$ cat src/rtl/isdft_reader.sv
// Inverse sliding-DFT reader: weights every bin of a framed spectrum block
// by a ROM coefficient and resynthesises one rounded, saturated sample.
module isdft_reader #(
    parameter int N     = 4096,
    parameter int AW    = $clog2(N),
    parameter int IW    = 32,
    parameter int CW    = 16,
    parameter int DW    = 16,
    parameter int SHIFT = AW + CW - 1,
    parameter int ACCW  = IW + CW + AW + 1
) (
    input  logic            clk_i,
    input  logic            rst_i,
    input  logic [2*IW-1:0] data_i,
    input  logic            sob_i,
    input  logic            eob_i,
    input  logic            valid_i,
    output logic [AW-1:0]   rdaddr_o,
    input  logic [2*CW-1:0] rddata_i,
    output logic [DW-1:0]   data_o,
    output logic            valid_o,
    output logic            sat_o,
    output logic            proto_err_o
);

    localparam int PW = IW + CW + 1;
    localparam int RW = ACCW + 1 - SHIFT;
    localparam logic [ACCW:0] HALF =
        {{(ACCW + 1 - SHIFT){1'b0}}, 1'b1, {(SHIFT - 1){1'b0}}};

    typedef enum logic {IDLE, ACCUM} state_t;

    state_t              state;
    logic [AW-1:0]       cnt;
    logic [AW-1:0]       idx;
    logic                take;
    logic                at_last;
    logic                done;
    logic                err;

    logic                s1_v, s1_first, s1_last;
    logic signed [IW-1:0] s1_re, s1_im;
    logic signed [CW-1:0] c_re, c_im;
    logic signed [PW-1:0] mr, mi;

    logic                s2_v, s2_first, s2_last;
    logic signed [PW-1:0] s2_p;

    logic signed [ACCW-1:0] acc;
    logic                a_last;

    logic signed [RW-1:0] r;
    logic                hi, lo;

    always_comb begin
        idx     = sob_i ? '0 : cnt;
        take    = valid_i && (sob_i || state == ACCUM);
        at_last = (idx == AW'(N - 1));
        done    = take && eob_i && at_last;
        err     = valid_i && ((state == IDLE && !sob_i)
                           || (state == ACCUM && sob_i)
                           || (take && (eob_i != at_last)));
    end

    assign rdaddr_o = idx;

    always_ff @(posedge clk_i or posedge rst_i) begin
        if (rst_i) begin
            state       <= IDLE;
            cnt         <= '0;
            proto_err_o <= 1'b0;
        end else begin
            proto_err_o <= err;
            if (take) begin
                if (eob_i || at_last) begin
                    state <= IDLE;
                    cnt   <= '0;
                end else begin
                    state <= ACCUM;
                    cnt   <= idx + 1'b1;
                end
            end
        end
    end

    assign c_re = rddata_i[CW-1:0];
    assign c_im = rddata_i[2*CW-1:CW];
    assign mr   = PW'(s1_re) * PW'(c_re);
    assign mi   = PW'(s1_im) * PW'(c_im);

    // Only the completing beat carries s*_last, so dropped blocks never emit
    always_ff @(posedge clk_i or posedge rst_i) begin
        if (rst_i) begin
            s1_v     <= 1'b0;
            s1_first <= 1'b0;
            s1_last  <= 1'b0;
            s1_re    <= '0;
            s1_im    <= '0;
            s2_v     <= 1'b0;
            s2_first <= 1'b0;
            s2_last  <= 1'b0;
            s2_p     <= '0;
            acc      <= '0;
            a_last   <= 1'b0;
        end else begin
            s1_v     <= take;
            s1_first <= sob_i;
            s1_last  <= done;
            if (take) begin
                s1_re <= data_i[IW-1:0];
                s1_im <= data_i[2*IW-1:IW];
            end
            s2_v     <= s1_v;
            s2_first <= s1_first;
            s2_last  <= s1_last;
            if (s1_v)
                s2_p <= mr - mi;
            if (s2_v)
                acc <= s2_first ? ACCW'(s2_p) : acc + ACCW'(s2_p);
            a_last <= s2_v && s2_last;
        end
    end

    assign r  = RW'(($signed({acc[ACCW-1], acc}) + $signed(HALF)) >>> SHIFT);
    assign hi = !r[RW-1] && (|r[RW-2:DW-1]);
    assign lo = r[RW-1] && !(&r[RW-2:DW-1]);

    always_ff @(posedge clk_i or posedge rst_i) begin
        if (rst_i) begin
            data_o  <= '0;
            valid_o <= 1'b0;
            sat_o   <= 1'b0;
        end else begin
            valid_o <= a_last;
            if (a_last) begin
                data_o <= hi ? {1'b0, {(DW-1){1'b1}}}
                        : lo ? {1'b1, {(DW-1){1'b0}}}
                        : r[DW-1:0];
                sat_o  <= hi || lo;
            end
        end
    end

endmodule

$ cat config.mk
export PLATFORM = sky130hd
export DESIGN_NAME = isdft_reader
export DESIGN_NICKNAME = d
export VERILOG_FILES = /design/src/rtl/isdft_reader.sv
export SDC_FILE = /design/constraint.sdc
export NUM_CORES = 2
export LEC_CHECK = 0
export CORE_MARGIN = 1
export CORE_UTILIZATION = 48
export DETAILED_ROUTE_END_ITERATION = 10
export SETUP_SLACK_MARGIN = 0.4
export SLEW_MARGIN = 20
export SYNTH_ARGS = -nofsm -noshare
export SYNTH_HDL_FRONTEND = slang
export SYNTH_SLANG_ARGS = --single-unit
$ cat constraint.sdc
create_clock -name clk_i -period 11 [get_ports clk_i]
set_input_delay 2.75 -clock clk_i [delete_from_list [all_inputs] [get_ports clk_i]]
set_output_delay 2.75 -clock clk_i [all_outputs]
set_load 0.1 [all_outputs]
==> out/metrics.yaml <==
grt_overflow: 0
design.core.area_mm2: 0.100
synthesis.nets: 6793
critPathTopFamily: "adder cells"
dieWidth_um: 321
cp_num_buf_inv: 8
cap_viol_max_count: 0
critPathMaxFanout: 32
diodes: 0
floorplan.rows: 116
yosysTopAreaCellShare_pct: 43.9
ys_types: 92
syn_to_final_growth_pct: 8.17
synthCells: 5349
hp-class: "register to register"
vias_per_cell: 5.22
synth_commonest_cells: "1177 x inv_1, 1070 x fa_1, 720 x nand2_1, 524 x and2_1, 273 x ha_1"
cts_tree: "done"
dp_hpwl_um: 104000
io_pins: 132
crit_required_ns: 11.52
setup_violations: 0
worstPathArrival_ns: 10.67
startpoint_type: "input pin"
grt_first_pass_wirelength_um: 209000
ctsHoldBuffers: 0
finalCriticalPeriod_ns: 10.15
path_class: "input pin to register"
path_common_cell: "fa_1"
synth_edf_count: 0
slew_viol_final: 0
nFillCells: 9361
ys_top_cells_by_area: "fa_1 44%, dfrtp_1 11%, inv_1 9.1%"
start_util_pct: 48.6
slew_headroom_pct: 31.3
post_drt_wl_per_cell_um: 18.8
route.vias.total: 35000
yosysMostFrequentCell: "inv_1"
drtPass1Iterations: 5
syn-cell-area_mm2: 0.0488
clock_sinks: 213
synth_top_area_cell: "fa_1"
postCtsSetupBuffers: 0
finalHoldViolations: 0
portBuffers: 131
die_h_um: 321
antenna_found_initial: 2
grt_pass1_vias: 37600
gp_congestion: 0.915
grt_usage_pct: 25.8
skew_ns: 0.0428
final_net_count: 6777
path_clk_slew_ns: 0.06
endpoint_kind: "register"
ys.flop_type: "dfrtp_1"
fmax_ghz: 0.0985
clockRootBuffer: "clkbuf_16"
r2r_slack_ns: 2.72
dieArea_mm2: 0.103
cp_slowest_stage_delay_ns: 0.54
cts_buffer_depth: 3
tightestPinTransition_ns: 1.03
drc: 0
critPathSlowestCell: "fa_1"
layout-drive-gt1-share_pct: 3.75
outcome: "finished, final reports clean"
grt_start_max_net_pins: 108
routed_wl_um: 126000
drt-initial-drc-count: 2148
final.setup.tns_ns: 0
rsz0062_at_grt: "no"
ys_seq_elements: 213
postRouteAntennaNets: 0
ys_seq_area_share_pct: 10.9
syn_area_per_cell_um2: 9.13
synth_warnings: 0
clock_latency_ns: 0.64
synthArstFlopShare_pct: 100
min_period_over_period_pct: 92.3
cts_resized: 0
cts_buffers: 30
h-tree-depth: 1
==> final timing paths <==
path	endpoint	cells past startpoint	from
min in group asynchronous	cnt[0]	2	rst_i
hold / removal	s2_last	0	s1_last
setup / recovery	s2_p[45]	28	rddata_i[0]
hold reg to reg	s2_last	0	s1_last
max in group asynchronous	acc[1]	3	rst_i
setup reg to reg	s2_p[45]	24	s1_im[14]
==> flip-flops by register name, summed over array words and instances (netlist names) <==
name         cells
a_last           1
acc             61
cnt             12
data_o          16
proto_err_o      1
s1_first         1
s1_im           32
s1_last          1
s1_re           32
s1_v             1
s2_first         1
s2_last          1
s2_p            49
s2_v             1
sat_o            1
state            1
valid_o          1
==> metrics by stage <==
stage,worst slack [ns],area [µm²],util (%),hold slack [ns],std cells
2_1_floorplan,1.18,48800,-,0.331,5349
3_3_place_gp,0.304,51800,51.5,0.332,6658
3_5_place_dp,0.221,51800,51.5,0.340,6658
4_1_cts,0.890,52800,52.6,0.354,6714
5_1_grt,0.501,52800,52.6,0.356,6714
6_report,0.852,52800,52.6,0.351,6714
==> final cells by class <==
type                    instances  area, µm²  share of cell area [%]
clock inverters                17        193                   0.365
flip-flops and latches        213       5340                    10.1
clock buffers                  39        845                    1.60
well taps                    1357       1700                    3.22
inverters                    1177       4430                    8.38
repair buffers                196       2170                    4.12
multi-input cells            3715      38100                    72.2
==> worst reg2reg max path: cells and delay by family, from the launching register on <==
| kind | cells | cell delay [ns] |
|---|---|---|
| xor+xnor | 1 | 0.10 |
| compound gates | 3 | 0.94 |
| buf+inv | 4 | 0.22 |
| fa+ha+maj | 9 | 4.43 |
| mux | 1 | 0.26 |
| flops | 1 | 1.01 |
| simple gates | 6 | 1.19 |
==> placed cells by master, fill, tap and decap left out, types with 23 or more instances in the layout <==
cell and instances:
a21o_1 53, a21oi_1 187, and2_1 524, and3_1 23, buf_12 30, buf_4 35, clkbuf_16 30, clkdlybuf4s50_1 131
dfrtp_1 210, fa_1 1070, ha_1 273, inv_1 1175, mux2_2 41, nand2_1 720, nand2b_1 25, nand3_1 39
nand4_1 23, nor2_1 198, nor2b_1 55, nor3_1 29, o21ai_0 67, xnor2_1 93, xor2_1 45
==> logic make-up (layout without fill, tap and decap cells) <==
kind of cell | count (synthesis) | in the layout | share of synthesized area, %
XOR/XNOR | 138 | 138 | 2.48
buffers and inverters | 1421 | 1429 | 11.0
multiplexers | 50 | 50 | 1.13
AND/OR/NAND/NOR | 1686 | 1686 | 17.0
AO/OA/AOI/OAI | 498 | 498 | 6.64
flip-flops | 213 | 213 | 10.9
adder cells (fa/ha/maj) | 1343 | 1343 | 50.9
==> layer usage <==
| metal | wire (µm) | track usage (%) |
|---|---|---|
| met1 | 60800 | 39.1 |
| met2 | 55200 | 39.5 |
| met3 | 8880 | 4.46 |
| met4 | 1620 | 3.87 |
| met5 | 0 | 0 |
Power is left out: the tool's default activity adds up to more than one toggle a clock period on the data nets, which glitch-free logic cannot reach.
